===== config.mk =====
export PLATFORM = sky130hd
export DESIGN_NAME = psec_spi_regbank
export DESIGN_NICKNAME = d
export VERILOG_FILES = /design/src/rtl/psec_spi_regbank.sv
export SDC_FILE = /design/constraint.sdc
export NUM_CORES = 1
export LEC_CHECK = 0
export ABC_AREA = 1
export CAP_MARGIN = 20
export CORE_UTILIZATION = 49
export DETAILED_ROUTE_END_ITERATION = 6
export PLACE_DENSITY = 0.84
export SLEW_MARGIN = 5
export SYNTH_ARGS = -nofsm -noshare
export SYNTH_HDL_FRONTEND = slang
export SYNTH_SLANG_ARGS = --single-unit

===== constraint.sdc =====
create_clock -name spi_clk -period 5.8 [get_ports spi_clk]
set_input_delay 1.16 -clock spi_clk [delete_from_list [all_inputs] [get_ports spi_clk]]
set_output_delay 1.16 -clock spi_clk [all_outputs]
set_load 0.005 [all_outputs]

===== src/rtl/psec_spi_regbank.sv =====
`default_nettype none
// psec_spi_regbank: SPI slave register bank (burst access, read-only status, instruction pulses). Rev 1.0
// Optional odd parity per data word when SPI_PARITY_EN is defined (adds parity_err port).
module psec_spi_regbank #(
  parameter int                           NUM_REGS  = 16,
  parameter int                           DATA_W    = 8,
  parameter int                           ADDR_W    = 7,
  parameter logic [NUM_REGS-1:0]          WR_MASK   = 16'hFFF7,
  parameter int                           INST_ADDR = 3,
  parameter logic [NUM_REGS*DATA_W-1:0]   RESET_VAL = '0
) (
  input  logic                         spi_clk,
  input  logic                         rst,
  input  logic                         cs,
  input  logic                         pico,
  output logic                         poci,
  input  logic [NUM_REGS*DATA_W-1:0]   status_in,
  output logic [NUM_REGS*DATA_W-1:0]   reg_out,
  output logic [DATA_W-1:0]            inst_pulse,
  output logic                         wr_strobe,
  output logic [ADDR_W-1:0]            wr_addr
`ifdef SPI_PARITY_EN
  ,
  output logic                         parity_err
`endif
);

`ifdef SPI_PARITY_EN
  localparam int WORD_W    = DATA_W + 1;
  localparam int CTRL_ADDR = NUM_REGS - 1;
`else
  localparam int WORD_W    = DATA_W;
  localparam int CTRL_ADDR = -1;
`endif
  localparam int CNT_MAX = (ADDR_W > WORD_W) ? ADDR_W : WORD_W;
  localparam int CNT_W   = $clog2(CNT_MAX);

  // The command bit is captured on the entry edge, so IDLE leads straight to ADDR.
  typedef enum logic [1:0] {IDLE, ADDR, DATA} state_t;

  state_t              state;
  logic [CNT_W-1:0]    cnt;
  logic                is_write;
  logic [ADDR_W-2:0]   addr_sr;
  logic [ADDR_W-1:0]   addr;
  logic [WORD_W-2:0]   data_sr;
  logic [WORD_W-2:0]   rd_sr;

  function automatic logic [DATA_W-1:0] read_word(input logic [ADDR_W-1:0] a);
    logic [DATA_W-1:0] w;
    w = '0;
    for (int i = 0; i < NUM_REGS; i++) begin
      if (a == ADDR_W'(i)) begin
`ifdef SPI_PARITY_EN
        if (i == CTRL_ADDR) w = DATA_W'(parity_err);
        else
`endif
        if (!WR_MASK[i])         w = status_in[i*DATA_W +: DATA_W];
        else if (i == INST_ADDR) w = '0;
        else                     w = reg_out[i*DATA_W +: DATA_W];
      end
    end
    return w;
  endfunction

  function automatic logic writable(input logic [ADDR_W-1:0] a);
    logic ok;
    ok = 1'b0;
    for (int i = 0; i < NUM_REGS; i++) begin
      if (a == ADDR_W'(i) && (WR_MASK[i] || i == INST_ADDR || i == CTRL_ADDR)) ok = 1'b1;
    end
    return ok;
  endfunction

  function automatic logic [WORD_W-1:0] rd_image(input logic [ADDR_W-1:0] a);
    logic [DATA_W-1:0] w;
    w = read_word(a);
`ifdef SPI_PARITY_EN
    return {w, ~^w};
`else
    return w;
`endif
  endfunction

  logic [ADDR_W-1:0] addr_full;
  logic [ADDR_W-1:0] addr_next;
  logic [WORD_W-1:0] word_full;
  logic [DATA_W-1:0] wdata;
  logic              par_ok;
  logic [WORD_W-1:0] img;

  assign addr_full = {addr_sr, pico};
  assign addr_next = (addr == ADDR_W'(NUM_REGS-1)) ? '0 : addr + ADDR_W'(1);
  assign word_full = {data_sr, pico};
  assign wdata     = word_full[WORD_W-1 -: DATA_W];
`ifdef SPI_PARITY_EN
  assign par_ok    = ^word_full;
`else
  assign par_ok    = 1'b1;
`endif
  assign img       = rd_image((state == ADDR) ? addr_full : addr_next);

  always_ff @(posedge spi_clk) begin
    wr_strobe  <= 1'b0;
    inst_pulse <= '0;
    if (rst) begin
      state    <= IDLE;
      cnt      <= '0;
      is_write <= 1'b0;
      addr_sr  <= '0;
      addr     <= '0;
      data_sr  <= '0;
      rd_sr    <= '0;
      poci     <= 1'b0;
      reg_out  <= RESET_VAL;
      wr_addr  <= '0;
`ifdef SPI_PARITY_EN
      parity_err <= 1'b0;
`endif
    end else if (cs) begin
      state <= IDLE;
      cnt   <= '0;
      poci  <= 1'b0;
    end else begin
      case (state)
        IDLE: begin
          is_write <= pico;
          cnt      <= '0;
          poci     <= 1'b0;
          state    <= ADDR;
        end
        ADDR: begin
          addr_sr <= addr_full[ADDR_W-2:0];
          if (cnt == CNT_W'(ADDR_W-1)) begin
            cnt   <= '0;
            addr  <= addr_full;
            state <= DATA;
            poci  <= img[WORD_W-1];
            rd_sr <= img[WORD_W-2:0];
          end else begin
            cnt  <= cnt + CNT_W'(1);
            poci <= 1'b0;
          end
        end
        DATA: begin
          data_sr <= word_full[WORD_W-2:0];
          if (cnt == CNT_W'(WORD_W-1)) begin
            cnt   <= '0;
            addr  <= addr_next;
            poci  <= img[WORD_W-1];
            rd_sr <= img[WORD_W-2:0];
            if (is_write && par_ok && writable(addr)) begin
              wr_strobe <= 1'b1;
              wr_addr   <= addr;
              if (addr == ADDR_W'(INST_ADDR)) inst_pulse <= wdata;
`ifdef SPI_PARITY_EN
              if (addr == ADDR_W'(CTRL_ADDR) && wdata[0]) parity_err <= 1'b0;
`endif
              for (int i = 0; i < NUM_REGS; i++) begin
                if (addr == ADDR_W'(i) && i != INST_ADDR && i != CTRL_ADDR)
                  reg_out[i*DATA_W +: DATA_W] <= wdata;
              end
            end
`ifdef SPI_PARITY_EN
            else if (is_write && !par_ok) parity_err <= 1'b1;
`endif
          end else begin
            cnt   <= cnt + CNT_W'(1);
            poci  <= rd_sr[WORD_W-2];
            rd_sr <= rd_sr << 1;
          end
        end
        default: state <= IDLE;
      endcase
    end
  end

endmodule
`default_nettype wire

# Yosys cells after proc, flatten, opt, wreduce, memory -nomap -nowiden
# Cells that the tools add are included.
# totals
register_bits	170
inputBits	132
out_inout_bits	145
elab_cells	153
# op_classes
addsub	2
eq_ne	36
muxes	53
bitwise_logic	5
n_reduce_logical	31
# ops
op	count
$mux W8	16
$eq A7 B4 Y1 const B	16
$reduce_and A5 Y1	15
$eq A7 B3 Y1 const B	8
$mux W7	6
$eq A7 B2 Y1 const B	4
$pmux W7 S2	2
$mux W1	23
$eq A7 B1 Y1 const B	2
$logic_not A7 Y1	2
$pmux W3 S3	1
$reduce_and A2 Y1	4
$reduce_and A4 Y1	2
$add A7 B1 Y7 const B	1
$eq A3 B3 Y1 const B	2
$mux W3	2
$pmux W2 S3	1
$reduce_or A6 Y1	1
$not A1 Y1	5
$reduce_or A4 Y1	1
$add A3 B1 Y3 const B	1
$pmux W1 S3	1
$reduce_and A3 Y1	1
$reduce_bool A3 Y1	1
other kinds (9)	9

# Depth between registers and ports, before layout
# Gate-level depths: netlist of the first run.
# logic_depth
word_depth	24
mapped_depth	26
depth_no_buf	25

# Worst setup path before layout of the first run
# No wires, ideal clock.
# synth_path
kind	input to register
startpoint	input port pico
endpoint	register rd_sr[3]
setup_ns	0.132
arrival_time_ns	2.467
t_required_ns	5.668
setup_slack_ns	3.201
stages	17
path_cell_list	clkinv_1 nand2_1 nand2_1 nand2_1 inv_1 nand2_2 nor2_2 a21oi_1 nand3_1 o21ai_0 nand3_1 nand2_1 nand4_1 nand2_1 nand4_1 nand2_1 a21oi_1
# synth_via
elab_chain_len	20
word_cells_on_any_way	36
# synth_lines
element	line_no	source
start, declared	15	input logic pico,
$mux W7 (*)	101	assign img = rd_image((state == ADDR) ? addr_full : addr_next);
$logic_not A7 Y1	53	if (a == ADDR_W'(i)) begin
$mux W8 (15 in a row)	53	
$mux W8 (*)	53	
$mux W7, on equally long branches	147, 134	
$pmux W7 S2 (*)	125	case (state)
end signal, assigned	139	rd_sr <= img[WORD_W-2:0];
end signal, assigned	151	rd_sr <= img[WORD_W-2:0];
end signal, assigned	170	rd_sr <= rd_sr << 1;
end, declared	47	logic [WORD_W-2:0] rd_sr;
# Mark *: on every way between the ends. The rest lies on a longest branch, timed or not. The select of a mux whose other input is x is not followed.
# A chain may end at the register's enable or synchronous reset.

# Worst setup path after layout of the first run
# layout_path
startpoint	register state[0]
endpoint	register reg_out[36]
# layout_via
elab_chain_len	2
# layout_lines
element	line_no	source
start, declared	41	state_t state;
start signal, assigned	107	state <= IDLE;
start signal, assigned	121	state <= IDLE;
start signal, assigned	130	state <= ADDR;
$eq A2 B2 Y1	125	
$reduce_and A5 Y1 (no line)	n/a	
end signal, assigned by index	161	reg_out[i*DATA_W +: DATA_W] <= wdata;
end, declared	18	output logic [NUM_REGS*DATA_W-1:0] reg_out,
# No other way between the ends.

==> results of run 1 <==
metal layers:
| metal | share of wire [%] | GRT usage, % | vias to the layer above |
|---|---|---|---|
| met5 | 0 | 0 | - |
| met4 | 2.6 | 11.5 | 0 |
| met3 | 8.1 | 5.00 | 53 |
| met2 | 47 | 45.0 | 374 |
| met1 | 43 | 35.7 | 3581 |
| li1 | - | - | 3750 |
registers in the layout, indices dropped and copies added (netlist names):
| register | cells |
|---|---|
| state | 2 |
| is_write | 1 |
| rd_sr | 7 |
| addr_sr | 6 |
| poci | 1 |
| wr_addr | 7 |
| data_sr | 7 |
| addr | 7 |
| reg_out | 120 |
| wr_strobe | 1 |
| inst_pulse | 8 |
| cnt | 3 |
through the flow:
step | area (um2) | setup slack (ps) | instances | hold WS (ps)
floorplan | 8040 | 3200 | 1062 | 435
global placement | 9470 | 1580 | 1370 | 434
detailed placement | 9470 | 1480 | 1370 | 427
CTS | 10100 | 1870 | 1400 | 443
global route | 10100 | 1480 | 1400 | 467
finish | 10100 | 1780 | 1400 | 442
cells by family (layout without fill, tap and decap cells):
logic type / after synthesis / in the layout
flip-flops: 170 / 170
adder cells (fa/ha/maj): 12 / 12
other: 1 / 8
buffers and inverters: 168 / 290
AO/OA/AOI/OAI: 250 / 250
AND/OR/NAND/NOR: 454 / 454
power by group through the flow:
stage	Sequential, mW	Combinational (mW)	Clock [mW]
after global placement	1.21	0.195	0
after CTS	1.19	0.202	1.16
after floorplan	1.21	0.154	0
after global routing	1.19	0.223	1.21
after detailed placement	1.21	0.199	0
final	1.19	0.205	1.16
final timing paths:
| check | depth (start not counted) | end | slack [ps] | start |
|---|---|---|---|---|
| max | 8 | reg_out[36]$_SDFFE_PP0P_ | 1780 | state[0]$_SDFFE_PP0P_ |
| min | 2 | wr_addr[4]$_SDFFE_PP0P_ | 440 | wr_addr[4]$_SDFFE_PP0P_ |
| max reg2reg | 8 | reg_out[36]$_SDFFE_PP0P_ | 1780 | state[0]$_SDFFE_PP0P_ |
| min reg2reg | 2 | wr_addr[4]$_SDFFE_PP0P_ | 440 | wr_addr[4]$_SDFFE_PP0P_ |
placed cells by master (no fill, tap or decap), types with 6 or more instances in the layout:
cell,synthesis,final
o21ai_0,69,69
a21oi_1,78,78
a211oi_2,22,22
conb_1,1,8
clkbuf_16,0,17
clkdlybuf4s50_1,0,147
nor3_4,8,8
a211oi_1,70,70
clkinv_1,8,8
nor2_1,172,172
inv_1,88,88
nand4_1,19,19
inv_2,13,13
nor2_2,11,11
nand3_1,42,42
dfxtp_1,170,170
nand2_2,6,6
ha_1,12,12
nand2_1,175,175
worst reg2reg max path: stages, from the launching register on:
cell      delay [ps]
dfxtp_1          330
inv_1            120
ha_1             410
clkinv_1         380
nor2_1           880
nand4_4          690
nor3_4           780
nor2_1           110
a211oi_1         220
area by class of cell:
cell class,instances,area (um2)
multi-input combinational,724,3880
tap,216,270
timing repair buffer,151,1500
clock inverter,13,168
inverter,109,409
sequential,170,3400
clock buffer,17,425
fill,1363,5880
==> out/summary.txt, run 1 <==
Total negative slack -> 0 ps
Leading cell type by number of instances after synthesis -> nand2_1
Status -> complete, no violations
Crit-path max FO -> 19
TritonCTS Sinks -> 170
Starting Density -> 50.3%
Max IR drop VDD -> 0.000223 V
Crit-path cells -> inv_1 -> ha_1 -> clkinv_1 -> nor2_1 -> nand4_4 -> nor3_4 -> nor2_1 -> a211oi_1
Maximum clock rate -> 249 MHz
Synth Instances -> 1055
Mux share of post-synthesis cell area -> 0%
Fin. max-slew vios -> 0
RSZ-0062 raised after global routing -> false
Largest family of logic cells by synthesized area -> simple AND/OR/NAND/NOR gates
Synth top cells by count -> nand2_1, nor2_1, dfxtp_1
Post-cts sizing count -> 0
Post-synthesis sequential area ratio -> 42.5%
Delay-heaviest family, CP -> simple AND/OR/NAND/NOR gates
First-pass GRT wire length -> 35.4 mm
Routed Wire Length -> 23.3 mm
Cell Pwr Density -> 254 nW/um2
Most frequent cell on the critical path -> nor2_1
Final #Nets -> 1317
# hold bufs at CTS -> 0
Worst Path Arrival -> 4350 ps
Util after Layout -> 63.1%
CP bufs+invs -> 2
MaxCap Viol Count -> 0
Final Power -> 2.55 mW
CTS Buffer Depth -> 2
I/O Buffers -> 148
Root Driver -> clkbuf_16
Leakage -> 3.85 nW
Die Span X -> 130 um
GPL Wtd Cong -> 0.934
CP max stage delay -> 880 ps
Vias per inst -> 5.54
Post-synthesis async set-or-reset flop share -> 0%
Wire length per cell -> 16.6 um
CTS tree -> done
Post-Synth XOR/XNOR Area -> 0%
Worst Max-Slew Pin Slew -> 1030 ps
Cell accounting for the most synthesized area -> dfxtp_1
Startpoint Class -> register
Syn. warnings -> 0
Vias in the first global route -> 6870
Initial drt markers -> 837
Slowest-stage cell, CP -> nor2_1
Slew margin rel. -> 31.3%
Flops & latches, synth -> 170
DP HPWL -> 16.1 mm
Simple-gate share of the synthesized area -> 25.9%
Area growth, synth to finish -> 25.5%
Clock Pin Slew Worst Setup and Hold Paths -> 70 ps
Number of enable flip-flop cells after synthesis -> 0
CTS H-tree depth -> 4
Mean Syn Cell Area -> 7.60 um2
Initial antenna violation count -> 0
HP Class -> reg2reg
Number of CTS-inserted buffers -> 17
Vias -> 7758
Post-CTS setup buffer count -> 0
Synth Area in Compound Gates -> 20.2%
Clk_lat worst skew -> 440 ps
Most used flip-flop cell after synthesis -> dfxtp_1
Die ar. -> 16900 um2
Core area -> 15900 um2
N_diodes -> 0
Post-route DRC -> 0
# IOs -> 277
Combinational Power Share -> 8.0%
Router iterations before antenna repair -> 6
Clock Power Share -> 45.5%
Post-DRT Antenna Nets -> 0
Crit path kind -> reg2reg
Sw frac -> 25.4%
Synth Area in Adders -> 1.87%
Synth Cell Area -> 8020 um2
Crit path time final -> 4020 ps
Worst setup EP type -> register
Worst EP required -> 6130 ps
Final Hold Fails -> 0
Unique masters post-synth -> 37
Internal power -> 1.90 mW
Reg power frac -> 46.4%
Post-synth top area share -> 42.5%
Tot GR Track Use -> 27.5%
NetSw -> 0.650 mW
FP Rows -> 46
Ranking of synthesized cells by area -> dfxtp_1, nand2_1, nor2_1
Die height -> 130 um
Fin Clk Skew -> 7.37 ps
Share of cells above drive strength 1 -> 9.12%
Global route overflow -> 0
Largest net degree at the start of global routing -> 80
Final setup viols -> 0
Tcrit/Tclk final -> 69.3%
(Power assumes the default switching activity.)
==> run 2, diff against run 1 <==
CORE_UTILIZATION = 41   (was 49)
PLACE_DENSITY = 0.74   (was 0.84)
clock period = 3.42 ns   (was 5.8 ns; I/O delays follow)
==> out/summary.txt, run 2 (synthesized netlist as in run 1, its figures left out) <==
HP Class -> reg2reg
Max IR drop VDD -> 0.000362 V
CP max stage delay -> 350 ps
Leakage -> 3.90 nW
Most frequent cells in the layout -> nand2_1, nor2_1, dfxtp_1
Vias in the first global route -> 7043
Util after Layout -> 53.8%
Largest registers -> reg_out x120, inst_pulse x8
Fillers -> 1804
Share of cells above drive strength 1 -> 10.1%
GPL Wtd Cong -> 0.891
Worst EP required -> 3750 ps
Slew margin rel. -> 31.1%
Sw frac -> 25.9%
Post-route DRC -> 0
Hold_sp -> wr_addr[5]$_SDFFE_PP0P_
Slowest-stage cell, CP -> dfxtp_1
RR Endpoint -> rd_sr[1]$_SDFFE_PP0P_
MaxCap Viol Count -> 0
I/O Buffers -> 148
Routed Wire Length -> 24.0 mm
# hold bufs at CTS -> 0
Tcrit/Tclk final -> 92.7%
CTS Buffer Depth -> 2
Initial drt markers -> 824
Most frequent cell on the critical path -> nor2_1
N_diodes -> 0
CTS H-tree depth -> 4
Tot GR Track Use -> 24.5%
Vias -> 7634
Reg power frac -> 46.8%
Core area -> 19000 um2
Internal power -> 3.19 mW
Crit-path max FO -> 6
Fin. max-slew vios -> 0
Final Hold Fails -> 0
Final Power -> 4.30 mW
CTS tree -> done
Largest register FFs -> 120
Post-DRT Antenna Nets -> 0
Multi-input logic area -> 3880 um2
Final #Nets -> 1329
Register area -> 3400 um2
Min setup slack post-route -> 248 ps
Starting Density -> 42.3%
Total negative slack -> 0 ps
Crit path time final -> 3170 ps
Pre-CTS setup slack -> 115 ps
Largest net degree at the start of global routing -> 53
Initial antenna violation count -> 0
Clock Pin Slew Worst Setup and Hold Paths -> 70 ps
NetSw -> 1.12 mW
Die Span X -> 142 um
Crit-path cells -> ha_1 -> nand3_1 -> nor2_1 -> nor2_1 -> nand2_1 -> nand3_1 -> nor2_1 -> nand2_1 -> inv_1 -> nand2_1 -> nand3_1 -> a21oi_1 -> nand4_1 -> nor2_1 -> nand4_1 -> nor2_1 -> nand4_1 -> nand2_1 -> a21oi_1
CP bufs+invs -> 1
Worst setup EP type -> register
Worst Hold Endpoint -> wr_addr[5]$_SDFFE_PP0P_
First-pass GRT wire length -> 38.0 mm
Worst Path Arrival -> 3500 ps
Startpoint Class -> register
Global route overflow -> 0
Clock Power Share -> 45.0%
Router iterations before antenna repair -> 5
DP HPWL -> 16.8 mm
Wire length per cell -> 16.4 um
# IOs -> 277
Final setup viols -> 0
Root Driver -> clkbuf_16
Largest Register -> reg_out
Number of CTS-inserted buffers -> 17
RSZ-0062 raised after global routing -> false
Crit path kind -> reg2reg
Combinational Power Share -> 8.3%
Maximum clock rate -> 315 MHz
Post-CTS setup buffer count -> 0
FF-to-FF Start -> addr[0]$_SDFFE_PP0P_
Die ar. -> 20100 um2
Cell Pwr Density -> 422 nW/um2
Vias per inst -> 5.24
Clk_lat worst skew -> 440 ps
Post-cts sizing count -> 0
TritonCTS Sinks -> 170
FP Rows -> 50
Delay-heaviest family, CP -> simple AND/OR/NAND/NOR gates
Fin Clk Skew -> 8.68 ps
Most common cell after layout, fill and taps aside -> nand2_1
Hold Path Depth -> 2
Area growth, synth to finish -> 27.2%
R2R depth -> 19
Register-to-register setup slack -> 250 ps
Worst Max-Slew Pin Slew -> 1030 ps
Die height -> 142 um
Status -> complete, no violations
[run 2: how the worst max path moves through the flow]
stage	start	end	slack (ps)	cells after the start
CTS	addr[2]$_SDFFE_PP0P_	rd_sr[1]$_SDFFE_PP0P_	370	19
floorplan	state[1]$_SDFFE_PP0P_	poci$_SDFFE_PP0P_	1050	22
global placement	pico	rd_sr[1]$_SDFFE_PP0P_	120	18
detailed placement	pico	rd_sr[1]$_SDFFE_PP0P_	110	18
finish	addr[0]$_SDFFE_PP0P_	rd_sr[1]$_SDFFE_PP0P_	250	19
global route	addr[2]$_SDFFE_PP0P_	rd_sr[1]$_SDFFE_PP0P_	60	19
[run 2: per-layer routing]
| metal | up-vias | global-route usage, % | routed length (um) |
|---|---|---|---|
| met5 | - | 0 | 0 |
| met4 | 0 | 10.4 | 593 |
| met3 | 39 | 4.29 | 1740 |
| met2 | 337 | 38.8 | 11100 |
| met1 | 3493 | 32.7 | 10500 |
| li1 | 3765 | - | - |
[run 2: worst min-delay path, delay by kind of cell, from the launching register on]
kind             cells  cell delay, ps
DFF                  1             310
and+or+nand+nor      2             100
[run 2: final cells by class]
cell class                      instances  share of cell area, %
Multi-Input combinational cell        724                   38.1
Clock inverter                         13                   1.39
Tap cell                              260                   3.19
Clock buffer                           19                   4.34
Sequential cell                       170                   33.4
Inverter                              109                   4.01
Timing Repair Buffer                  163                   15.6
[run 2: per-stage QoR]
step / hold slack, ps / cell area, um2 / instances
final: 449 / 10200 / 1458
after global placement: 435 / 9610 / 1426
after detailed placement: 441 / 9610 / 1426
after floorplan: 435 / 8040 / 1062
after global routing: 483 / 10200 / 1458
after CTS: 456 / 10200 / 1458
[run 2: power by group through the flow]
stage	registers [mW]	clock network, mW	logic [mW]
after floorplan	2.05	0	0.261
after global placement	2.06	0	0.344
after detailed placement	2.06	0	0.348
after CTS	2.01	1.96	0.350
after global routing	2.01	2.04	0.391
final	2.01	1.93	0.356
